[src/rtl/uart_pkg.sv]
// rtl/uart_pkg.sv - shared types and helpers for the UART TX path
package uart_pkg;

  typedef enum logic [2:0] {
    IDLE,
    START,
    DATA,
    PARITY,
    STOP
  } tx_state_e;

  localparam logic IDLE_LEVEL = 1'b1;

  // Widest legal data word; narrower words are zero-extended, which leaves XOR parity unchanged.
  localparam int unsigned MAX_DATA_BITS = 9;

  function automatic logic calc_parity(input logic [MAX_DATA_BITS-1:0] data, input logic odd);
    return (^data) ^ odd;
  endfunction

endpackage

[src/rtl/uart_tx_ctrl.sv]
// rtl/uart_tx_ctrl.sv - frame-level UART transmitter FSM (start, data LSB first, parity, stop)
module uart_tx_ctrl
  import uart_pkg::*;
#(
  parameter int unsigned DATA_BITS  = 8,
  parameter int unsigned PARITY_EN  = 0,
  parameter int unsigned PARITY_ODD = 0,
  parameter int unsigned STOP_BITS  = 1
) (
  input  logic                 clk_i,
  input  logic                 rst_i,
  input  logic [DATA_BITS-1:0] tx_data_i,
  input  logic                 tx_valid_i,
  output logic                 tx_ready_o,
  input  logic                 baud_tick_i,
  output logic                 clear_baud_o,
  output logic                 tx_o,
  output logic                 busy_o,
  output logic                 done_o
);

  localparam int unsigned CNT_W = $clog2(DATA_BITS);
  localparam logic [CNT_W-1:0] LAST_BIT = CNT_W'(DATA_BITS - 1);
  localparam logic LAST_STOP = (STOP_BITS == 2);
  localparam logic ODD_SEL = (PARITY_ODD != 0);

  if (DATA_BITS < 5 || DATA_BITS > 9) begin : g_bad_data_bits
    $error("uart_tx_ctrl: DATA_BITS must be 5..9");
  end
  if (STOP_BITS < 1 || STOP_BITS > 2) begin : g_bad_stop_bits
    $error("uart_tx_ctrl: STOP_BITS must be 1 or 2");
  end

  tx_state_e            state_q, state_d;
  logic [DATA_BITS-1:0] shift_q, shift_d;
  logic [CNT_W-1:0]     bit_cnt_q, bit_cnt_d;
  logic                 stop_cnt_q, stop_cnt_d;
  logic                 parity_q, parity_d;
  logic                 tx_q, tx_d;
  logic                 clear_q, clear_d;
  logic                 done_q, done_d;
  logic                 tick;
  logic [MAX_DATA_BITS-1:0] data_ext;

  // The baud flag is stale in the cycle the counter is being cleared.
  assign tick     = baud_tick_i && !clear_q;
  assign data_ext = MAX_DATA_BITS'(tx_data_i);

  always_ff @(posedge clk_i or posedge rst_i) begin
    if (rst_i) begin
      state_q    <= IDLE;
      shift_q    <= '0;
      bit_cnt_q  <= '0;
      stop_cnt_q <= 1'b0;
      parity_q   <= 1'b0;
      tx_q       <= IDLE_LEVEL;
      clear_q    <= 1'b0;
      done_q     <= 1'b0;
    end else begin
      state_q    <= state_d;
      shift_q    <= shift_d;
      bit_cnt_q  <= bit_cnt_d;
      stop_cnt_q <= stop_cnt_d;
      parity_q   <= parity_d;
      tx_q       <= tx_d;
      clear_q    <= clear_d;
      done_q     <= done_d;
    end
  end

  always_comb begin
    state_d    = state_q;
    shift_d    = shift_q;
    bit_cnt_d  = bit_cnt_q;
    stop_cnt_d = stop_cnt_q;
    parity_d   = parity_q;
    tx_d       = tx_q;
    clear_d    = 1'b0;
    done_d     = 1'b0;

    unique case (state_q)
      IDLE: begin
        tx_d = IDLE_LEVEL;
        if (tx_valid_i) begin
          shift_d    = tx_data_i;
          parity_d   = calc_parity(data_ext, ODD_SEL);
          bit_cnt_d  = '0;
          stop_cnt_d = 1'b0;
          tx_d       = 1'b0;
          clear_d    = 1'b1;
          state_d    = START;
        end
      end
      START: begin
        if (tick) begin
          tx_d      = shift_q[0];
          bit_cnt_d = '0;
          clear_d   = 1'b1;
          state_d   = DATA;
        end
      end
      DATA: begin
        if (tick) begin
          shift_d = shift_q >> 1;
          clear_d = 1'b1;
          if (bit_cnt_q == LAST_BIT) begin
            if (PARITY_EN != 0) begin
              tx_d    = parity_q;
              state_d = PARITY;
            end else begin
              tx_d       = 1'b1;
              stop_cnt_d = 1'b0;
              state_d    = STOP;
            end
          end else begin
            tx_d      = shift_q[1];
            bit_cnt_d = bit_cnt_q + CNT_W'(1);
          end
        end
      end
      PARITY: begin
        if (tick) begin
          tx_d       = 1'b1;
          stop_cnt_d = 1'b0;
          clear_d    = 1'b1;
          state_d    = STOP;
        end
      end
      STOP: begin
        if (tick) begin
          if (stop_cnt_q == LAST_STOP) begin
            done_d  = 1'b1;
            state_d = IDLE;
          end else begin
            stop_cnt_d = 1'b1;
            clear_d    = 1'b1;
          end
        end
      end
      default: begin
        tx_d    = IDLE_LEVEL;
        state_d = IDLE;
      end
    endcase
  end

  assign tx_ready_o   = (state_q == IDLE);
  assign busy_o       = (state_q != IDLE);
  assign tx_o         = tx_q;
  assign clear_baud_o = clear_q;
  assign done_o       = done_q;

endmodule
[config.mk]
export PLATFORM = sky130hd
export DESIGN_NAME = uart_tx_ctrl
export DESIGN_NICKNAME = d
export VERILOG_FILES = /design/src/rtl/uart_pkg.sv /design/src/rtl/uart_tx_ctrl.sv
export SDC_FILE = /design/constraint.sdc
export NUM_CORES = 1
export LEC_CHECK = 0
export ABC_AREA = 1
export CAP_MARGIN = 20
export CORE_ASPECT_RATIO = 0.9
export CORE_UTILIZATION = 45
export CTS_CLUSTER_SIZE = 25
export DETAILED_ROUTE_END_ITERATION = 8
export PLACE_DENSITY = 0.69
export SYNTH_ARGS = -nofsm -noshare
export SYNTH_HDL_FRONTEND = slang
export SYNTH_SLANG_ARGS = --single-unit
[constraint.sdc]
create_clock -name clk_i -period 1.4 [get_ports clk_i]
set_input_delay 0.28 -clock clk_i [delete_from_list [all_inputs] [get_ports clk_i]]
set_output_delay 0.28 -clock clk_i [all_outputs]
set_load 0.01 [all_outputs]
==> run metrics, run 1 <==
Tot Pwr around 3.0 mW; RSZ-0062 raised after global routing yes; f_max between 0.6 and 0.7 GHz; Final ANT Viol Nets 0; Clock Latency Late Sink 300 ps; total core area ~0.0022 sq mm; pin count of the biggest net entering global routing 18; die area 0.00247 sq mm; largest fanout on the critical path 3; Final Skew between 4 and 5 ps; syn_area_per_cell 7.37 sq um; fin. max-slew vios 0; Fin. Hold Viols 0; critical path class reg2out; Hold WC Path Type in2async; Routed WL per cell 10.5 microns; cts hold-fix bufs 0; status finished with violations; kind of end point of the critical path primary output; Worst Setup Slack, final -36.7 ps; Yosys reg bits 17; setup repair bufs after CTS 0; Fill cells around 210; Num CTS Buffers 3; gr ovfl total 0; final worst path period share 103%; Tmin final 1440 ps; DP HPWL 1530 microns; Worst EP required 1120 ps; multi-input logic area about 530 sq um; Main synth FF type dfrtp_1; Antenna diodes 0; PD cells 2200 mW/mm^2; register area 427 sq um; # Max-Cap Violations 0; share of cells above drive strength 1 about 28%; violated checks negative setup slack; Syn. warnings 0; final wirelength approximately 2100 microns; crit path DAT between 1000 and 1500 ps; Setup WS pre-CTS -160 ps; slew margin rel. about 82%; Site Rows 16; Via-to-Cell Ratio 4.61; maximum vdd drop around 1.6 mV; Syn Inst Count between 100 and 150; Die Ht roughly 47 microns; Post-Synthesis Cell Area about 0.0010 sq mm; final core utilization slightly above 60%; Post-synth ARST share between 90% and 100%; sequential-to-total area share from yosys stat around two fifths; Area growth, synth to finish 30.9%; Setup crit start kind register; final hold slack roughly 190 ps; leak pwr roughly 0.75 nW; gpl congestion 0.812; H-tree levels 1; CTS tree done; drt drc 0; clock sink total 17; drt first pass iters 4; CTS root buf clkbuf_4; Final #Nets about 180; Post-synth EDFFs 0; Slew @ Worst Pin 268 ps; vias in the first global route roughly 760; Initial Utilization roughly 47%; antenna violations before repair 0; Vias 904; All-Layer GR Usage ~18%; clock buffer depth 2; 1st-iter DRT viols 11; Netlist cell types 19; I/O pins 17; Die W 52.3 microns; IO buf count 16; first-pass GRT wire length about 3200 microns; Syn Nets between 150 and 200; Reg clk slew, reported paths 110 ps; final setup fails 2
## through the flow
step	setup TNS (ps)	instances	area, sq um
finish	-45.2	196	1340
global route	-381	196	1340
CTS	-145	195	1290
detailed placement	-2070	191	1280
global placement	-1680	191	1280
floorplan	0	139	1020
## layer usage
metal  global-route usage, %  routed length [microns]  up-vias
met5                       0                        0        -
met4                    4.74                       17        0
met3                    4.85                       91        3
met2                    29.6                      941       23
met1                    24.2                     1020      393
li1                        -                        -      485
## synthesized netlist by cell type (2+ instances only)
| cell type | n | share of area [%] |
|---|---|---|
| o21ai_0 | 9 | 4.4 |
| nor2_2 | 2 | 1.2 |
| inv_2 | 3 | 1.1 |
| nand2_2 | 3 | 1.8 |
| o21ai_2 | 6 | 5.1 |
| nand3_1 | 7 | 3.4 |
| ha_1 | 2 | 2.4 |
| nor2_1 | 11 | 4.0 |
| o21ai_1 | 2 | 0.98 |
| inv_1 | 20 | 7.3 |
| nand2_1 | 48 | 18 |
| dfrtp_1 | 16 | 39 |
| nand2_4 | 4 | 4.4 |
## power breakdown
group	switching (mW)	leakage (nW)	total (mW)	internal, mW
logic	1.13	0.517	1.85	0.726
registers	0.114	0.215	0.818	0.704
clock network	0.171	0.0150	0.282	0.111
## cell type report
type | count | share of cell area, %
flip-flops and latches | 17 | 31.8
inverters | 24 | 7.09
repair buffers | 27 | 17.2
clock buffers | 4 | 1.96
well taps | 27 | 2.52
multi-input cells | 97 | 39.5
## cell usage in the layout, fill, tap and decap left out
cell type | synthesis | final
nand4_1 | 1 | 1
nor2_2 | 2 | 7
o21ai_0 | 9 | 2
clkdlybuf4s15_1 | 0 | 1
inv_4 | 1 | 2
ha_2 | 0 | 1
buf_4 | 1 | 11
dfrtp_1 | 16 | 16
nand2_2 | 3 | 6
inv_1 | 20 | 20
nor2_1 | 11 | 6
dfstp_2 | 1 | 1
nand2_4 | 4 | 4
dlygate4sd2_1 | 0 | 2
nand2_1 | 48 | 45
nand3b_2 | 1 | 1
clkdlybuf4s50_1 | 0 | 11
clkbuf_4 | 0 | 3
ha_1 | 2 | 1
nand2_8 | 0 | 1
o21ai_1 | 2 | 8
clkbuf_1 | 0 | 1
nand3_1 | 7 | 7
o21ai_2 | 6 | 7
buf_2 | 0 | 2
inv_2 | 3 | 2
## repair_timing
| action | 4_1_cts | 5_1_grt |
|---|---|---|
| pin swaps | 2 | 3 |
| endpoints found under the setup margin | 5 | 18 |
| cloned | 0 | 1 |
| endpoints found under the hold margin | 0 | 0 |
| resized for setup | 12 | 19 |
## worst max-delay path, cell delays in order, from the launching register on
cell and delay [ps]:
dfrtp_1 400, nor2_2 120, inv_1 50, nor2_2 110, inv_1 50, buf_2 130
## state kept, by name, summed over array words and instances (netlist names)
name	flops
shift_q	8
tx_o	1
done_o	1
clear_baud_o	1
bit_cnt_q	3
state_q	3
## cell families after synthesis
| logic type | share of synthesized area, % |
|---|---|
| AOI/OAI and AO/OA | 10.5 |
| adders and majority gates | 2.44 |
| buffers and inverters | 11.2 |
| DFF | 41.6 |
| and+or+nand+nor | 34.2 |
## final timing paths
path / start / end / slack [ps] / cells past startpoint
worst max register to register: state_q[2] / shift_q[0] / 10 / 10
worst min register to register: tx_o / tx_o / 480 / 2
worst max-delay path: state_q[0] / busy_o / -40 / 5
min in group clk_i: tx_o / tx_o / 480 / 2
max in group asynchronous: rst_i / shift_q[0] / 760 / 3
worst min-delay path: rst_i / bit_cnt_q[1] / 190 / 2
Power figures use the tool's default switching activity.
==> run 2: changes to the inputs <==
Settings changed: DONT_BUFFER_PORTS set to 1, PLACE_DENSITY 0.69 to unset, SLEW_MARGIN set to 15.
==> run 2 against run 1 <==
Against the previous run: the run now ends clean; combinational power decreased by 2%; clock skew increased by 2.9 ps; first-iteration DRC count increased by 55%; global-route usage increased by 0.72 points; power increased by 0.10%; routed wire length decreased by 0.34%; critical path depth decreased by 1; die area unchanged; design area decreased by 8.9%; setup slack improved by 38 ps; maximum frequency increased by 2.7%; highest routed layer unchanged.
==> run metrics, run 2 (synthesized netlist as in run 1, its figures left out) <==
Setup crit start kind register; largest fanout on the critical path 3; share of cells above drive strength 1 between 30% and 40%; Setup WS pre-CTS around 56 ps; CTS root buf clkbuf_4; DP HPWL roughly 1500 microns; critical path class reg2out; Post-Place Cell Area roughly 0.0011 sq mm; Via-to-Cell Ratio just under 5; final wirelength about 2000 microns; 1st-iter DRT viols 17; first-pass GRT wire length 3320 microns; Hold WC Path Type in2reg; I/O pins 17; Routed WL per cell around 12 microns; gr ovfl total 0; Fill cells 200; final worst path period share 99.9%; IO buf count 0; Tmin final 1400 ps; clock sink total 17; CTS tree done; Sequential Power Share 29.8%; Final ANT Viol Nets 0; leak pwr between 0.6 and 0.7 nW; Sw Share 49.1%; Final #Nets 166; total core area approximately 0.0022 sq mm; drt drc 0; pin count of the biggest net entering global routing 18; antenna violations before repair 0; Antenna diodes 0; Final Skew 7.36 ps; Num CTS Buffers 3; gpl congestion just over 0.8; Die W 52.3 microns; Initial Utilization a little under half; max reg flops 8; commonest non-fill, non-tap cells in the layout 46 x nand2_1, 19 x inv_1, 13 x dfrtp_1; die area roughly 0.0025 sq mm; power share of the clock group 9.1%; Reg clk slew, reported paths approximately 100 ps; clock buffer depth 2; Area growth, synth to finish 19.3%; RSZ-0062 raised after global routing yes; # Max-Cap Violations 0; H-tree levels 1; final hold slack ~120 ps; Internal 1.51 mW; maximum vdd drop around 1.4 mV; final core utilization between 50% and 60%; Fin. Hold Viols 0; Worst Setup Slack, final around 1.3 ps; vias in the first global route 763; Biggest register shift_q; f_max between 0.7 and 0.8 GHz; Site Rows 16; PD cells about 2400 mW/mm^2; most common cell after layout, fill and taps aside nand2_1; Slew @ Worst Pin about 260 ps; crit path DAT around 1100 ps; slew margin rel. approximately 83%; post-route cell area around 0.0012 sq mm; status finished clean; Worst EP required 1120 ps; kind of end point of the critical path primary output; fin. max-slew vios 0; Vias between 800 and 900; Tot Pwr around 3 mW; final setup fails 0; Psw ~1.5 mW; biggest regs shift_q: 8 flops, bit_cnt_q: 3 flops, state_q: 3 flops; Clock Latency Late Sink about 300 ps; Die Ht ~47 microns; Comb pwr share between 60% and 70%; All-Layer GR Usage 18.9%; drt first pass iters 4
run 2: cell count changes in the layout (fill, tap and decap cells not counted), sizes merged:
cell / previous run / this run
dlygate4sd2: 2 / 0
clkdlybuf4s50: 11 / 0
clkbuf: 4 / 3
buf: 13 / 8
dlygate4sd3: 0 / 1
clkinv: 0 / 1
clkdlybuf4s15: 1 / 0
run 2: area by class of cell:
| class | instances | area (sq um) | area share (%) |
|---|---|---|---|
| Sequential cell | 17 | 430 | 35.2 |
| Clock buffer | 3 | 22.5 | 1.84 |
| Multi-Input combinational cell | 97 | 558 | 45.7 |
| Tap cell | 27 | 33.8 | 2.76 |
| Clock inverter | 1 | 5.00 | 0.409 |
| Timing Repair Buffer | 9 | 77.6 | 6.35 |
| Inverter | 24 | 95.1 | 7.78 |
run 2: what timing repair did:
action	CTS	global route
gates cloned	0	1
resized for setup	8	15
hold buffers	1	0
pin swaps	2	4
setup endpoints to repair	2	17
hold endpoints to repair	5	0
buffers inserted	4	1
run 2: path summary, 6_finish.rpt:
check	start	end	slack, ps	cells past startpoint
worst max-delay path	state_q[0]	tx_ready_o	1	4
max in group asynchronous	rst_i	state_q[1]	620	3
worst max register to register	state_q[0]	bit_cnt_q[2]	60	8
min in group asynchronous	rst_i	bit_cnt_q[0]	340	2
worst min register to register	shift_q[7]	shift_q[7]	490	2
worst min-delay path	tx_data_i[7]	shift_q[7]	120	2
run 2: power groups by stage:
stage | sequential (mW) | clock (mW) | combinational (mW)
after floorplan | 0.853 | 0 | 1.18
after CTS | 0.871 | 0.282 | 1.58
after global routing | 0.905 | 0.312 | 2.01
after detailed placement | 0.887 | 0 | 1.37
final | 0.881 | 0.269 | 1.81
after global placement | 0.882 | 0 | 1.33
run 2: critical path: stages (launching register included):
cell and delay [ps]:
dfrtp_2 440, nor2_4 130, inv_2 50, nor2_4 80, buf_6 120
run 2: stage by stage:
step           setup TNS, ps  std cells
2_1_floorplan              0        139
6_report                   0        178
3_5_place_dp               0        167
3_3_place_gp               0        167
5_1_grt                 -141        178
4_1_cts                -37.3        176
run 2: routing by layer:
metal	vias to the layer above	routed length, microns	track usage [%]
met2	15	1000	33.4
li1	453	-	-
met1	401	974	22.5
met3	3	62	7.12
met5	-	0	0
met4	0	18	3.16
